**src/rtl/mdio_pkg.sv**
```systemverilog
// Purpose: shared types and constants for the MDIO APB master.
// Contents: FSM state enum, Clause-22 frame constants, latched request
//           payload struct, and a helper that assembles a 64-bit frame.
package mdio_pkg;

    localparam int unsigned PREAMBLE_LEN  = 32;
    localparam int unsigned FRAME_LEN     = 64;
    localparam logic [1:0]  ST            = 2'b01;
    localparam logic [1:0]  OP_WR         = 2'b01;
    localparam logic [1:0]  OP_RD         = 2'b10;
    localparam logic [1:0]  TA_WR         = 2'b10;
    localparam logic [15:0] BUS_NONE_DATA = 16'hFFFF;

    typedef enum logic [1:0] {
        IDLE  = 2'd0,
        FRAME = 2'd1,
        DONE  = 2'd2
    } state_t;

    // Request captured on the accept cycle.
    typedef struct packed {
        logic [3:0]  bus;
        logic [4:0]  phyad;
        logic [4:0]  regad;
        logic        write;
        logic [15:0] wdata;
    } mdio_req_t;

    // Frame word, MSB transmitted first. On reads the TA/data field is
    // filled with ones; the line is released there anyway.
    function automatic logic [FRAME_LEN-1:0] build_frame(input mdio_req_t req);
        logic [1:0]  op;
        logic [17:0] tail;
        op   = req.write ? OP_WR : OP_RD;
        tail = req.write ? {TA_WR, req.wdata} : 18'h3FFFF;
        return {{PREAMBLE_LEN{1'b1}}, ST, op, req.phyad, req.regad, tail};
    endfunction

endpackage

```
**src/rtl/mdio_apb_master_if.sv**
```systemverilog
// Purpose: APB-style request/response bundle for the MDIO master.
// Signals: paddr/pwrite/psel/penable/pwdata (request, master->slave),
//          prdata/pready (response, slave->master).
interface mdio_apb_master_if;
    logic [15:0] paddr;
    logic        pwrite;
    logic        psel;
    logic        penable;
    logic [15:0] pwdata;
    logic [15:0] prdata;
    logic        pready;

    modport master (
        output paddr, pwrite, psel, penable, pwdata,
        input  prdata, pready
    );

    modport slave (
        input  paddr, pwrite, psel, penable, pwdata,
        output prdata, pready
    );
endinterface

```
**src/rtl/mdio_clk_div.sv**
```systemverilog
// Purpose: MDC generator. Each bit is DIV clk cycles low then DIV high.
// Ports: clk, rst (async, active-high), i_en (run while a frame is active),
//        o_mdc (registered MDC), o_rise_c (this edge raises MDC: sample point),
//        o_fall_c (this edge lowers MDC: next bit starts).
module mdio_clk_div #(
    parameter int unsigned DIV = 10000
) (
    input  logic clk,
    input  logic rst,
    input  logic i_en,
    output logic o_mdc,
    output logic o_rise_c,
    output logic o_fall_c
);
    localparam logic [15:0] LAST = 16'(DIV - 1);

    logic [15:0] r_cnt;
    logic        r_mdc;
    logic        w_last;

    assign w_last   = i_en && (r_cnt == LAST);
    assign o_rise_c = w_last && !r_mdc;
    assign o_fall_c = w_last && r_mdc;
    assign o_mdc    = r_mdc;

    // Half-period counter; held cleared while disabled so every frame starts low.
    always_ff @(posedge clk or posedge rst) begin
        if (rst) begin
            r_cnt <= 16'd0;
            r_mdc <= 1'b0;
        end else if (!i_en) begin
            r_cnt <= 16'd0;
            r_mdc <= 1'b0;
        end else if (w_last) begin
            r_cnt <= 16'd0;
            r_mdc <= !r_mdc;
        end else begin
            r_cnt <= r_cnt + 16'd1;
        end
    end
endmodule

```
**src/rtl/mdio_apb_master.sv**
```systemverilog
// Purpose: single-request APB front end issuing Clause-22 MDIO frames on one
//          of NBUS buses sharing a common MDC.
// Ports: clk, rst (async, active-high); apb (slave modport: paddr, pwrite,
//        psel, penable, pwdata in; prdata, pready out); mdc (shared clock),
//        mdo/mdt (per-bus data and tristate, 1 = high-Z), mdi (per-bus input).
module mdio_apb_master
    import mdio_pkg::*;
#(
    parameter int unsigned DIV  = 10000,
    parameter int unsigned NBUS = 5
) (
    input  logic                clk,
    input  logic                rst,
    mdio_apb_master_if.slave    apb,
    output logic                mdc,
    output logic [NBUS-1:0]     mdo,
    input  logic [NBUS-1:0]     mdi,
    output logic [NBUS-1:0]     mdt
);
    localparam logic [5:0] LAST_BIT  = 6'(FRAME_LEN - 1);
    localparam logic [5:0] TRI_START = 6'd46;
    localparam logic [5:0] RX_START  = 6'd48;

    state_t          r_state, w_state_nxt;
    mdio_req_t       r_req, w_req_nxt, w_req_in;
    logic [5:0]      r_bit, w_bit_nxt;
    logic [63:0]     r_frame, w_frame_nxt;
    logic [NBUS-1:0] r_mdo, w_mdo_nxt, r_mdt, w_mdt_nxt;
    logic [15:0]     r_rx, w_rx_nxt, r_prdata, w_prdata_nxt;
    logic            r_pready, w_pready_nxt;

    logic            w_mdc, w_rise, w_fall, w_mdi_sel, w_bus_ok;
    logic            w_drive, w_drive_mdo, w_drive_mdt;
    logic [3:0]      w_drive_bus;
    logic            w_unused;

    assign w_req_in = '{bus:   apb.paddr[15:12],
                        phyad: apb.paddr[11:7],
                        regad: apb.paddr[5:1],
                        write: apb.pwrite,
                        wdata: apb.pwdata};
    assign w_unused = &{1'b0, apb.penable, apb.paddr[6], apb.paddr[0]};
    assign w_bus_ok = 32'(r_req.bus) < NBUS;

    mdio_clk_div #(.DIV(DIV)) u_clk_div (
        .clk      (clk),
        .rst      (rst),
        .i_en     (r_state == FRAME),
        .o_mdc    (w_mdc),
        .o_rise_c (w_rise),
        .o_fall_c (w_fall)
    );

    // Input bit of the selected bus; an out-of-range select reads as idle high.
    always_comb begin
        w_mdi_sel = 1'b1;
        for (int unsigned i = 0; i < NBUS; i++) begin
            if (r_req.bus == 4'(i)) w_mdi_sel = mdi[i];
        end
    end

    // Next-state and next-output logic.
    always_comb begin
        w_state_nxt  = r_state;
        w_req_nxt    = r_req;
        w_bit_nxt    = r_bit;
        w_frame_nxt  = r_frame;
        w_mdo_nxt    = r_mdo;
        w_mdt_nxt    = r_mdt;
        w_rx_nxt     = r_rx;
        w_prdata_nxt = r_prdata;
        w_pready_nxt = 1'b0;
        w_drive      = 1'b0;
        w_drive_bus  = r_req.bus;
        w_drive_mdo  = 1'b1;
        w_drive_mdt  = 1'b1;

        unique case (r_state)
            IDLE: begin
                if (apb.psel) begin
                    w_state_nxt = FRAME;
                    w_req_nxt   = w_req_in;
                    w_frame_nxt = build_frame(w_req_in);
                    w_bit_nxt   = 6'd0;
                    w_rx_nxt    = 16'd0;
                    w_drive     = 1'b1;
                    w_drive_bus = w_req_in.bus;
                    w_drive_mdo = w_frame_nxt[FRAME_LEN-1];
                    w_drive_mdt = 1'b0;
                end
            end
            FRAME: begin
                if (w_rise && (r_bit >= RX_START)) begin
                    w_rx_nxt = {r_rx[14:0], w_mdi_sel};
                end
                if (w_fall) begin
                    if (r_bit == LAST_BIT) begin
                        w_state_nxt  = DONE;
                        w_pready_nxt = 1'b1;
                        w_bit_nxt    = 6'd0;
                        w_mdo_nxt    = '1;
                        w_mdt_nxt    = '1;
                        if (!r_req.write) begin
                            w_prdata_nxt = w_bus_ok ? r_rx : BUS_NONE_DATA;
                        end
                    end else begin
                        w_bit_nxt   = r_bit + 6'd1;
                        w_frame_nxt = {r_frame[62:0], 1'b0};
                        w_drive     = 1'b1;
                        w_drive_mdo = r_frame[62];
                        // Release the line from the TA bit onward on reads.
                        w_drive_mdt = !r_req.write && ((r_bit + 6'd1) >= TRI_START);
                    end
                end
            end
            DONE: begin
                w_state_nxt = IDLE;
            end
            default: begin
                w_state_nxt = IDLE;
            end
        endcase

        // Only the selected bus follows the frame; the rest stay idle-high.
        if (w_drive) begin
            w_mdo_nxt = '1;
            w_mdt_nxt = '1;
            for (int unsigned i = 0; i < NBUS; i++) begin
                if (w_drive_bus == 4'(i)) begin
                    w_mdo_nxt[i] = w_drive_mdo;
                    w_mdt_nxt[i] = w_drive_mdt;
                end
            end
        end
    end

    // State and output registers.
    always_ff @(posedge clk or posedge rst) begin
        if (rst) begin
            r_state  <= IDLE;
            r_req    <= '0;
            r_bit    <= 6'd0;
            r_frame  <= 64'd0;
            r_mdo    <= '1;
            r_mdt    <= '1;
            r_rx     <= 16'd0;
            r_prdata <= 16'd0;
            r_pready <= 1'b0;
        end else begin
            r_state  <= w_state_nxt;
            r_req    <= w_req_nxt;
            r_bit    <= w_bit_nxt;
            r_frame  <= w_frame_nxt;
            r_mdo    <= w_mdo_nxt;
            r_mdt    <= w_mdt_nxt;
            r_rx     <= w_rx_nxt;
            r_prdata <= w_prdata_nxt;
            r_pready <= w_pready_nxt;
        end
    end

    assign mdc        = w_mdc;
    assign mdo        = r_mdo;
    assign mdt        = r_mdt;
    assign apb.prdata = r_prdata;
    assign apb.pready = r_pready;
endmodule

```
**src/flat_wrapper.sv**
```systemverilog
// flat-port wrapper written by rule: the top's interface ports become plain ports
module mdio_apb_master_flat import mdio_pkg::*;
#(
    parameter int unsigned DIV  = 10000,
    parameter int unsigned NBUS = 5
)
  (clk, rst, mdc, mdo, mdi, mdt, apb_paddr, apb_pwrite, apb_psel, apb_penable, apb_pwdata, apb_prdata, apb_pready);
  mdio_apb_master_if apb_i ();
  input  logic clk;
  input  logic rst;
  output logic mdc;
  output logic [NBUS-1:0] mdo;
  input  logic [NBUS-1:0] mdi;
  output logic [NBUS-1:0] mdt;
  input wire logic [$bits(apb_i.paddr)-1:0] apb_paddr;
  input wire logic [$bits(apb_i.pwrite)-1:0] apb_pwrite;
  input wire logic [$bits(apb_i.psel)-1:0] apb_psel;
  input wire logic [$bits(apb_i.penable)-1:0] apb_penable;
  input wire logic [$bits(apb_i.pwdata)-1:0] apb_pwdata;
  output wire logic [$bits(apb_i.prdata)-1:0] apb_prdata;
  output wire logic [$bits(apb_i.pready)-1:0] apb_pready;
  assign apb_i.paddr = apb_paddr;
  assign apb_i.pwrite = apb_pwrite;
  assign apb_i.psel = apb_psel;
  assign apb_i.penable = apb_penable;
  assign apb_i.pwdata = apb_pwdata;
  assign apb_prdata = apb_i.prdata;
  assign apb_pready = apb_i.pready;
  mdio_apb_master #(.DIV(DIV), .NBUS(NBUS)) u_core (.clk(clk), .rst(rst), .apb(apb_i), .mdc(mdc), .mdo(mdo), .mdi(mdi), .mdt(mdt));
endmodule
```
**config.mk**
```make
export PLATFORM = sky130hd
export DESIGN_NAME = mdio_apb_master_flat
export DESIGN_NICKNAME = d
export VERILOG_FILES = /design/src/rtl/mdio_pkg.sv /design/src/rtl/mdio_apb_master_if.sv /design/src/rtl/mdio_clk_div.sv /design/src/rtl/mdio_apb_master.sv /design/src/flat_wrapper.sv
export SDC_FILE = /design/constraint.sdc
export NUM_CORES = 1
export LEC_CHECK = 0
export BUFFER_PORTS_ARGS = -buffer_cell sky130_fd_sc_hd__buf_2
export CAP_MARGIN = 20
export CELL_PAD_IN_SITES_DETAIL_PLACEMENT = 0
export CELL_PAD_IN_SITES_GLOBAL_PLACEMENT = 1
export CORE_MARGIN = 2
export CORE_UTILIZATION = 40
export DETAILED_ROUTE_END_ITERATION = 7
export HOLD_SLACK_MARGIN = 0.05
export PLACE_DENSITY = 0.75
export SETUP_SLACK_MARGIN = 0.4
export SYNTH_ARGS = -nofsm -noshare
export SYNTH_HDL_FRONTEND = slang
export SYNTH_HIERARCHICAL = 1
export SYNTH_SLANG_ARGS = --single-unit
export TNS_END_PERCENT = 20
```
**constraint.sdc**
```tcl
create_clock -name clk -period 4.3 [get_ports clk]
set_clock_uncertainty 0.1 [all_clocks]
set_input_delay 0.215 -clock clk [delete_from_list [all_inputs] [get_ports clk]]
set_output_delay 0.215 -clock clk [all_outputs]
set_load 0.01 [all_outputs]
```
Word level (Yosys, flattened, before mapping)
Cells that the tools add are included.

word-level totals
  output and inout port bits = 28
  input bits = 42
  flip-flop bits (word level) = 136
  word-level logic and storage cells = 114

cells by class
  eq/ne operators = 17
  multiplexer cells = 58
  add/sub/neg operators = 2
  reduce and logical (&&, ||, !) cells = 21
  bitwise operators = 1
  magnitude comparators = 3

operator list
  kind                     number
  $mux W63                 3
  $pmux W63 S2             1
  $mux W16                 5
  $pmux W16 S2             1
  $mux W1                  29
  $mux W5                  5
  $mux W6                  3
  $mux W17                 1
  $add A16 B1 Y16 const B  1
  $eq A16 B14 Y1 const B   1
  $eq A4 B2 Y1 const B     4
  $ge A6 B6 Y1 const B     2
  $pmux W6 S2              1
  $reduce_and A3 Y1        4
  $eq A4 B1 Y1 const B     2
  $eq A4 B3 Y1 const B     2
  $logic_not A4 Y1         2
  $mux W2                  4
  $mux W4                  2
  $ne A2 B1 Y1 const B     4
  $reduce_and A4 Y1        2
  $reduce_bool A2 Y1       4
  $add A6 B1 Y6 const B    1
  $eq A6 B6 Y1 const B     1
  10 further kinds         17

Longest topological paths before layout
  depth after elaboration = 8
  gate-level depth with buffers = 11
  gate-level depth less buffers = 9

Hierarchy
Netlist, hierarchy kept.

modules (own cells, without submodules)
  module           area each (sq um)  cells an instance  seq. area each (sq um)  instances
  mdio_apb_master  4981.0             497                2990.4                  1
  mdio_clk_div     844.6              85                 425.4                   1

Worst setup path before layout
No wires, ideal clock.

  path type = register to register
  start point = register u_core.r_state[1]
  end point = register u_core.r_frame[18]
  data arrival time = 2453 ps
  library setup time = 130 ps
  stages on the path, launching flop included = 11
  path slack = 1617 ps
  period minus slack after synthesis = 2683 ps
  path buffers = 4
  data required time = 4070 ps
  path through = dfrtp_1 nand2b_1 inv_2 clkbuf_1 clkbuf_1 and3_1 mux2i_1 a211oi_2 buf_2 buf_2 a31oi_1

between the ends
  longest elaborated chain between the ends = 5
  elaborated cells between the ends (all ways) = 10
  those cells by class = 4 x eq/ne; 1 x mux; 5 x reduce/logical

ends and longest elaborated chain
  item                                line                    text
  start: declaration                  mdio_apb_master.sv:24   state_t r_state, w_state_nxt;
  start signal: assignment            mdio_apb_master.sv:150  r_state <= w_state_nxt;
  $eq A2 B1 Y1                        mdio_apb_master.sv:48   .i_en (r_state == FRAME),
  $logic_and A1 B1 Y1                 mdio_clk_div.sv:21      assign w_last = i_en && (r_cnt == LAST);
  $logic_and A1 B1 Y1                 mdio_clk_div.sv:23      assign o_fall_c = w_last && r_mdc;
  named net u_core.w_fall             mdio_apb_master.sv:32   logic w_mdc, w_rise, w_fall, w_mdi_sel, w_bus_ok;
  $ne A2 B1 Y1 (no source line)       -
  $reduce_and A4 Y1 (no source line)  -
  end signal: assignment              mdio_apb_master.sv:153  r_frame <= w_frame_nxt;
  end: declaration                    mdio_apb_master.sv:27   logic [63:0] r_frame, w_frame_nxt;

The timed path passes the listed nets, and every way through them passes these cells.
A chain may end at the register's enable or synchronous reset.

Worst setup path after layout
  start point = register u_core.r_state[1]
  end point = register u_core.r_frame[13]

The elaborated chain is that of the path after synthesis.

==> results.md <==
GRT:
- The total grt overflow is 0.
- The number of global-route vias before repair is 4336.
- The initial antenna violation count came to 1.
- The maximum number of pins on one net before global-route repair is 78.
- The global-route wire length before repair is 20300 um.
- Across every metal layer, demand over resource in global routing totals 16.0%.

Yosys:
- The fraction of registers with async set/reset is 100%.
- The total of warnings raised by yosys is 6.
- The share of Yosys cell area claimed by the top area cell type is 54.1%.
- The number of different library cells in the post-synthesis netlist is 46.
- After synthesis, the mean cell area works out to 10.0 sq um.
- The number of synthesized register bits is 136.
- The register area share after synthesis is 58.6%.
- The cell taking the most area after synthesis is sky130_fd_sc_hd__dfrtp_1.
- The synthesized design contains 0 enable-type register cells.
- The net count of the mapped netlist is 627.
- In this run the cell area of the synthesized design comes to 5830 sq um.
- The synthesized instance count is 582.
- After synthesis, the cell types taking the most area are sky130_fd_sc_hd__dfrtp_1, sky130_fd_sc_hd__nand2_1, sky130_fd_sc_hd__o21ai_0.
- The flip-flop cell with the highest count after synthesis is sky130_fd_sc_hd__dfrtp_1.

Worst setup path:
- The most prevalent standard cell on the critical path is sky130_fd_sc_hd__buf_4.
- The worst register-to-register path begins at u_core/r_state[1]$_DFFE_PP0P_.
- For the worst setup path, the data required time is 4450 ps.
- In this run the register-to-register setup slack is 1000 ps.
- The kind of end point of the critical path is a flip-flop.
- The classification of the worst setup path is reg -> reg.
- The slowest stage of the critical path is the sky130_fd_sc_hd__nand2_1 cell.
- Walking the worst path, the cells encountered are nand2b_1, buf_4, inv_2, and3_1, mux2i_1, nor2_1, buf_4, nand2_1, o21ai_0.
- Of all nets on the critical path, the largest fanout is 36.
- The type of origin of the critical path is a flip-flop.
- The endpoint of the most critical register-to-register path is u_core/r_frame[13]$_DFFE_PP0P_.
- The data arrival time of the critical path is 3450 ps.
- The end of the critical path is u_core/r_frame[13]$_DFFE_PP0P_.
- Measured in cells, the most critical reg-to-reg path has a length of 9.
- The delay of the slowest critical-path stage is 680 ps.
- The startpoint of the most critical setup path is u_core/r_state[1]$_DFFE_PP0P_.

Timing:
- The number of pins with negative max-slew slack in the final report was 0.
- The worst slew margin relative to its limit is 37.1%.
- Setup repair after global routing left no endpoint under its margin.
- Setup violations remaining at the end of the flow were counted as 0.
- After layout, the worst path uses 76.7% of the clock period.
- The time the worst path needs with I/O delays and setup is 3300 ps.
- The hold violation count in the final report came to 0.
- Derived from the worst setup path, the maximum achievable clock frequency is 303 MHz.
- Setup total negative slack on the finished layout was measured at 0 ps.
- The transition time at the pin with the least slew margin is 944 ps.

Min path:
- The min-delay analysis places its worst path in the category in -> reg.

Routing:
- After detailed routing, the total wire length is 11600 um.
- After detailed routing, the average wire length per cell comes to 13.5 um.
- The total vias in the final route is 4363.
- The number of detailed-routing iterations run before antenna repair is 4.
- Using the TritonRoute via totals, the vias-per-cell ratio works out to 5.09.
- The number of DRC violations after detailed routing is 0.
- The remaining antenna violation count is 0.
- The number of design-rule violations left by the first detailed-router iteration is 359.

Placed design:
- The number of port buffers is 66.
- The HPWL after detailed placement is 7460 um.
- At the end of routability-driven placement, the weighted congestion stood at 0.761.

Cells and area:
- The layout cell share with drive strength beyond 1 is 18.9%.
- The signed area change from the synthesized netlist to the final layout is 21.3%.
- The final layout contains 704 nets.

Pwr:
- The power consumption is 0.00281 W.
- The cell area power density is 397 nW/um^2.
- The maximum resistive drop on vdd is 0.000276 V.
- The total leakage power is 3.29 nW.

Clock tree:
- The number of instances resized during post-cts repair is 0.
- The number of buffers added by the clock tree synthesis step is 17.
- The H-tree was split into 4 levels.
- TritonCTS built the clock tree.
- After clock tree synthesis, the clock-pin slew on the worst setup and hold paths is 60 ps.
- The clock net in this run drives a total of 136 sinks.
- The maximum buffer depth of the clock tree is 2.
- The worst-skew pair later-pin latency is 420 ps.
- The clock root buffer is sky130_fd_sc_hd__clkbuf_16.

Floorplanning:
- The placeable core region is 14400 sq um.
- The full die area is 15500 sq um.
- In this run the vertical extent of the chip is 125 um.
- The starting density of the core is 40.5%.
- The number of rows in the core area is 44.
- The I/O pin count is 70.
- The die extent in x is 125 um.

Status:
- The flow ran to the end, and the final reports show no timing, DRC or antenna violations.

Job:
- The number of violations of the max-capacitance limit is 0.
## flip-flops by register name, indices dropped and copies added (netlist names)
register,cells
u_core/mdt,5
u_core/r_rx,16
u_core/u_clk_div/o_mdc,1
u_core/r_req,5
u_core/apb.prdata,16
u_core/mdo,5
u_core/u_clk_div/r_cnt,16
u_core/r_bit,6
u_core/r_frame,63
u_core/apb.pready,1
u_core/r_state,2
## critical path: cells and delay by family (launching register included)
kind,cells,cell delay (ps)
AND/OR/NAND/NOR,4,1160
AO/OA/AOI/OAI,1,250
multiplexers,1,360
flip-flops,1,450
buffers and inverters,3,790
## cells in the mapped netlist (all sizes together), types with 10 or more instances
library cell,count
dfstp,10
or3,16
o21ai,60
o22a,32
nand2,102
a31oi,11
a21oi,14
clkbuf,26
dfrtp,126
nor2,70
xnor2,13
nand3,22
inv,13
## power breakdown
group | leakage, nW | internal, W | total [W] | switching (W)
clock | 0.288 | 0.000895 | 0.00140 | 0.000509
combinational | 1.31 | 0.0000414 | 0.0000950 | 0.0000536
sequential | 1.69 | 0.00130 | 0.00131 | 0.00000870
## per-stage QoR
step	utilization [%]	setup WS, ps	hold slack, ps	instance area, sq um	instances
after floorplan	-	844	41.1	5830	582
after global placement	43.9	1050	271	6310	806
after detailed placement	43.9	985	278	6310	806
after CTS	49.2	953	67.8	7070	856
after global routing	49.2	611	87.8	7070	856
final	49.2	1000	88.0	7070	857
## placed cells by master (no fill, tap or decap), types with 16 or more instances in the layout
cell                            count
sky130_fd_sc_hd__dfrtp_1          126
sky130_fd_sc_hd__nand2_1          102
sky130_fd_sc_hd__nor2_1            70
sky130_fd_sc_hd__buf_2             66
sky130_fd_sc_hd__o21ai_0           60
sky130_fd_sc_hd__o22a_1            32
sky130_fd_sc_hd__nand3_1           22
sky130_fd_sc_hd__dlygate4sd3_1     18
sky130_fd_sc_hd__clkbuf_16         17
sky130_fd_sc_hd__or3_1             16
## timing repair
item / CTS / global route
buffers inserted: 0 / 0
setup endpoints to repair: 0 / 0
hold endpoints to repair: 109 / 0
hold buffers: 18 / 0
## how the worst min path moves through the flow
stage                   from                                  end  cells after the start
2_1_floorplan            rst   u_core/u_clk_div/o_mdc$_DFFE_PP0P_                      1
5_1_grt        apb_pwdata[1]        u_core/r_frame[1]$_DFFE_PP0P_                      4
3_5_place_dp             rst  u_core/u_clk_div/r_cnt[0]$_DFF_PP0_                      2
4_1_cts        apb_pwdata[7]        u_core/r_frame[7]$_DFFE_PP0P_                      4
3_3_place_gp             rst  u_core/u_clk_div/r_cnt[0]$_DFF_PP0_                      2
6_report       apb_pwdata[7]        u_core/r_frame[7]$_DFFE_PP0P_                      4
## logic make-up (layout without fill, tap and decap cells)
| group | Yosys count | in the layout | synth area share (%) |
|---|---|---|---|
| AO/OA/AOI/OAI | 127 | 127 | 13.7 |
| XOR/XNOR | 18 | 18 | 2.71 |
| adder cells (fa/ha/maj) | 3 | 3 | 0.644 |
| buffers and inverters | 46 | 136 | 3.26 |
| flip-flops | 136 | 136 | 58.6 |
| multiplexers | 8 | 8 | 1.95 |
| other | 0 | 1 | 0 |
| AND/OR/NAND/NOR | 244 | 244 | 19.1 |
## per-layer routing
| layer | track usage [%] | routed length [um] | vias up |
|---|---|---|---|
| met2 | 25.8 | 5320 | 93 |
| met4 | 6.94 | 177 | 0 |
| met3 | 4.73 | 577 | 17 |
| li1 | - | - | 2161 |
| met5 | 0 | 0 | - |
| met1 | 20.2 | 5500 | 2092 |
## layout make-up
type | instances | area, sq um
antenna | 1 | 2.50
fill | 1351 | 7300
inverter | 13 | 51.3
clock inverter | 8 | 93.8
multi-input combinational | 400 | 2230
clock buffer | 24 | 482
tap | 184 | 230
sequential | 136 | 3420
timing repair buffer | 91 | 563
Note: power is estimated with default switching activity, not from simulation.
